--- src/rtl/regfile_wb_arbiter.sv ---
// Register-file writeback arbiter: zero-fills the register file after reset, then arbitrates
// ALU and load writebacks onto one registered write port and tracks in-flight destinations.
module regfile_wb_arbiter #(
    parameter int STARVE_LIMIT = 3,
    parameter bit INIT_ZERO    = 1'b1
) (
    input  logic        clk,
    input  logic        reset,
    input  logic        alu_valid,
    output logic        alu_ready,
    input  logic [4:0]  alu_addr,
    input  logic [31:0] alu_data,
    input  logic        ld_valid,
    output logic        ld_ready,
    input  logic [4:0]  ld_addr,
    input  logic [31:0] ld_data,
    input  logic        pend_set_valid,
    input  logic [4:0]  pend_set_addr,
    input  logic [4:0]  rs1_addr,
    input  logic [4:0]  rs2_addr,
    output logic        rs1_busy,
    output logic        rs2_busy,
    output logic [4:0]  addr_D,
    output logic [31:0] data_D,
    output logic        reg_write_en,
    output logic        init_done
);

    localparam int SW = ($clog2(STARVE_LIMIT + 1) > 2) ? $clog2(STARVE_LIMIT + 1) : 2;

    typedef enum logic {ST_INIT, ST_RUN} state_t;
    localparam state_t RESET_STATE = (INIT_ZERO != 1'b0) ? ST_INIT : ST_RUN;

    state_t         state_q, state_d;
    logic [4:0]     cnt_q, cnt_d;
    logic [SW-1:0]  starve_q, starve_d;
    logic           wr_en_q, wr_en_d;
    logic [4:0]     addr_q, addr_d;
    logic [31:0]    data_q, data_d;
    logic [31:0]    pending_q, pending_d;
    logic           starve_full;
    logic           set_en;

    assign starve_full = (starve_q == SW'(STARVE_LIMIT));

    always_ff @(posedge clk) begin
        if (reset) begin
            state_q <= RESET_STATE;
        end else begin
            state_q <= state_d;
        end
    end

    always_comb begin
        state_d = state_q;
        if (state_q == ST_INIT && cnt_q == 5'd31) begin
            state_d = ST_RUN;
        end
    end

    // Reset gates the write port so a granted-but-uncommitted write never reaches the file.
    always_comb begin
        alu_ready    = 1'b0;
        ld_ready     = 1'b0;
        init_done    = 1'b0;
        reg_write_en = 1'b0;
        addr_D       = addr_q;
        data_D       = data_q;
        if (!reset) begin
            if (state_q == ST_INIT) begin
                reg_write_en = 1'b1;
                addr_D       = cnt_q;
                data_D       = '0;
            end else begin
                init_done    = 1'b1;
                reg_write_en = wr_en_q;
                alu_ready    = alu_valid && !(ld_valid && starve_full);
                ld_ready     = ld_valid && (!alu_valid || starve_full);
            end
        end
    end

    always_comb begin
        cnt_d    = cnt_q;
        starve_d = '0;
        wr_en_d  = 1'b0;
        addr_d   = addr_q;
        data_d   = data_q;
        if (state_q == ST_INIT) begin
            cnt_d  = cnt_q + 5'd1;
            addr_d = cnt_q;
            data_d = '0;
        end else begin
            if (ld_ready || !ld_valid) begin
                starve_d = '0;
            end else if (alu_ready && !starve_full) begin
                starve_d = starve_q + SW'(1);
            end else begin
                starve_d = starve_q;
            end
            // Writes to x0 are accepted but dropped; the port keeps its previous contents.
            if (alu_ready && alu_addr != 5'd0) begin
                wr_en_d = 1'b1;
                addr_d  = alu_addr;
                data_d  = alu_data;
            end else if (ld_ready && ld_addr != 5'd0) begin
                wr_en_d = 1'b1;
                addr_d  = ld_addr;
                data_d  = ld_data;
            end
        end
    end

    assign set_en       = pend_set_valid && (state_q == ST_RUN);
    assign pending_d[0] = 1'b0;

    // Set beats clear so an immediate re-issue to the same rd stays busy.
    generate
        for (genvar gi = 1; gi < 32; gi++) begin : g_pend
            assign pending_d[gi] = (set_en && pend_set_addr == 5'(gi)) ||
                                   (pending_q[gi] && !(reg_write_en && addr_D == 5'(gi)));
        end
    endgenerate

    always_ff @(posedge clk) begin
        if (reset) begin
            cnt_q     <= '0;
            starve_q  <= '0;
            wr_en_q   <= 1'b0;
            addr_q    <= '0;
            data_q    <= '0;
            pending_q <= '0;
        end else begin
            cnt_q     <= cnt_d;
            starve_q  <= starve_d;
            wr_en_q   <= wr_en_d;
            addr_q    <= addr_d;
            data_q    <= data_d;
            pending_q <= pending_d;
        end
    end

    assign rs1_busy = pending_q[rs1_addr];
    assign rs2_busy = pending_q[rs2_addr];

endmodule

--- config.mk ---
export PLATFORM = sky130hd
export DESIGN_NAME = regfile_wb_arbiter
export DESIGN_NICKNAME = d
export VERILOG_FILES = /design/src/rtl/regfile_wb_arbiter.sv
export SDC_FILE = /design/constraint.sdc
export NUM_CORES = 1
export LEC_CHECK = 0
export BUFFER_PORTS_ARGS = -buffer_cell sky130_fd_sc_hd__buf_2
export CAP_MARGIN = 25
export CORE_MARGIN = 4
export CORE_UTILIZATION = 55
export CTS_BUF_LIST = sky130_fd_sc_hd__clkbuf_8
export CTS_CLUSTER_SIZE = 40
export DETAILED_ROUTE_END_ITERATION = 12
export PLACE_DENSITY = 0.85
export SYNTH_ARGS = -nofsm -noshare
export SYNTH_HDL_FRONTEND = slang
export SYNTH_SLANG_ARGS = --single-unit
--- constraint.sdc ---
create_clock -name clk -period 4.4 [get_ports clk]
set_input_delay 0.22 -clock clk [delete_from_list [all_inputs] [get_ports clk]]
set_output_delay 0.22 -clock clk [all_outputs]
set_load 0.005 [all_outputs]
==> out/results.txt <==
status -> finished, final reports clean
Post-Synthesis Cells -> 510
Synth area leader -> dfxtp_1
commonest non-fill, non-tap cell in the layout -> buf_2
Worst-Skew Late Latency -> 350 ps
Mapped Avg Cell Area -> 8.71 µm²
hpwl dp -> 9390 µm
# IOs -> 137
# rows -> 32
Final Slew Violations -> 0
initial antenna violation count -> 0
setup ws final -> 1260 ps
critical path cell sequence -> nor2b_2 -> o2111ai_4 -> buf_4 -> and3_2 -> a221oi_1
routed wire length -> 12500 µm
Detailed Route Iter0 Violations -> 266
Layout Area Growth over Synthesis -> 19.8%
# DRC -> 0
RSZ-0062 raised after global routing -> false
Netlist Area Pre-Place -> 0.00444 mm²
Die Span Y -> 97.9 µm
pwr dens -> 279 mW/mm²
antenna viol nets, final -> 0
post-cts resize count -> 0
number of synthesized register bits -> 77
Core ar. -> 0.00781 mm²
period utilisation layout -> 71.4%
clk sinks -> 77
Vias/cell -> 5.98
largest net degree at the start of global routing -> 53
Peak VDD IR -> 173 µV
critical path arrival -> 3390 ps
dpl ws -> 1320 ps
predominant post-synthesis flop cell -> dfxtp_1
die width -> 97.9 µm
clock skew -> 6.80 ps
ranking of synthesized cells by area -> dfxtp_1 35%, mux2i_1 11%, a21oi_2 5.1%
Syn. warnings -> 0
Avg WL per Cell -> 17.2 µm
drt pass-1 iters -> 5
Final Total Pwr -> 1.48 mW
CTS H-tree lvls -> 3
# hold bufs at CTS -> 0
Port Buffer Count -> 136
Slew Limit Headroom -> 35.6%
Max clock buf depth -> 2
first-pass GRT wire length -> 20100 µm
EDFF count, synth -> 0
Nets -> 717
Final setup viols -> 0
Initial Utilization -> 56.9%
syn nets -> 607
Setup CP Type -> flop to flop
post-synth top area share -> 34.7%
Period minus WS final -> 3140 ps
Antenna diodes -> 0
final hold slack -> 123 ps
Hold/Removal Path Class -> input port to flop
leakage power -> 2.32 nW
Max Clock Freq -> 318 MHz
vias in the first global route -> 4277
CP startpoint kind -> flop
maxcap violations -> 0
setup tns final -> 0 ps
most frequent cells in the layout -> 136 x buf_2, 77 x dfxtp_1, 47 x mux2i_1
Data required, critical path -> 4650 ps
GPL Wtd Cong -> 0.999
ys async rst share -> 0%
GRT Residual Overflow -> 0
Distinct cells, synth -> 52
critical path's largest stage delay -> 930 ps
buffer count from post-CTS setup fixing -> 0
sequential share of the synthesized area -> 34.7%
Worst-Margin Slew -> 961 ps
final core occ -> 68.1%
CTS clk-pin slew, worst paths -> 80 ps
total CTS buffers -> 9
Root Driver -> clkbuf_8
CTS tree -> done
share of layout cells above drive strength 1 -> 31.4%
Max Fanout on Critical Path -> 30
final hold violations -> 0
Die ar. -> 0.00958 mm²
total track usage -> 25.3%
vias after detailed routing -> 4350
CP endpoint kind -> flop
Slowest-stage cell, CP -> dfxtp_1
## logic make-up (layout without fill, tap and decap cells)
logic type                 count (synthesis)  after routing  share of synthesized area (%)
muxes                                     56             56                           15.2
buffers and inverters                     52            167                           6.11
adders and majority gates                  3              3                          0.845
xor gates and xnor gates                   3              3                          0.592
and+or+nand+nor                          147            147                           17.6
DFF                                       77             77                           34.7
AOI/OAI and AO/OA                        172            172                           25.0
## area by class of cell
cell class	instances	area, µm²
Multi-Input combinational cell	381	2650
Tap cell	102	128
Fill cell	637	2490
Clock inverter	6	103
Sequential cell	77	1540
Timing Repair Buffer	142	726
Clock buffer	10	138
Inverter	9	33.8
## flip-flops by register name (all words and copies together), names as in the netlist
name and count:
cnt_q 5, state_q 1, pending_q 31, wr_en_q 1
starve_q 2, data_q 32, addr_q 5
## cells in the mapped netlist, drive strengths merged, types with 3 or more instances
library cell  instances
mux2i                47
nand3                 9
a21oi                70
dfxtp                77
a221oi                3
clkbuf               23
and2                 34
inv                   9
nand2b                5
mux4                  9
a22oi                 4
nand2                42
nor4b                 4
buf                  20
nor2                 22
o21ai                49
o211ai                5
and3                  4
nand4                 4
o31ai                23
a31oi                 7
ha                    3
nor2b                 9
## through the flow
stage / cell area [µm²] / instances
6_report: 5320 / 727
5_1_grt: 5320 / 727
4_1_cts: 5320 / 727
3_5_place_dp: 5080 / 711
3_3_place_gp: 5070 / 710
2_1_floorplan: 4440 / 510
## critical path: cells and delay by family, from the launching register on
kind / cells / cell delay [ps]
buf+inv: 1 / 400
simple gates: 2 / 940
flops: 1 / 930
compound gates: 2 / 750
## where the power goes
group,leakage (nW),switching [mW],internal (mW)
Sequential,0.621,0.00699,0.700
Clock,0.129,0.253,0.388
Combinational,1.57,0.0784,0.0560
## worst paths after layout
kind                                 start                       end  slack [ps]  cells past startpoint
setup / recovery      state_q$_SDFFE_PP0P_    addr_q[0]$_SDFFE_PP0P_        1260                      5
hold / removal                 alu_addr[1]    addr_q[1]$_SDFFE_PP0P_         120                      3
setup reg to reg      state_q$_SDFFE_PP0P_    addr_q[0]$_SDFFE_PP0P_        1260                      5
hold reg to reg   starve_q[0]$_SDFFE_PP0P_  starve_q[0]$_SDFFE_PP0P_         420                      1
## routing by layer
layer | wire length (µm) | global-route usage [%] | vias to the layer above | part of all wire, %
li1 | - | - | 2078 | -
met1 | 4860 | 29.9 | 2012 | 39
met2 | 6170 | 42.9 | 223 | 49
met3 | 1140 | 7.29 | 37 | 9.1
met4 | 359 | 10.4 | 0 | 2.9
met5 | 0 | 0 | - | 0
Note: power is estimated with default switching activity, not from simulation.
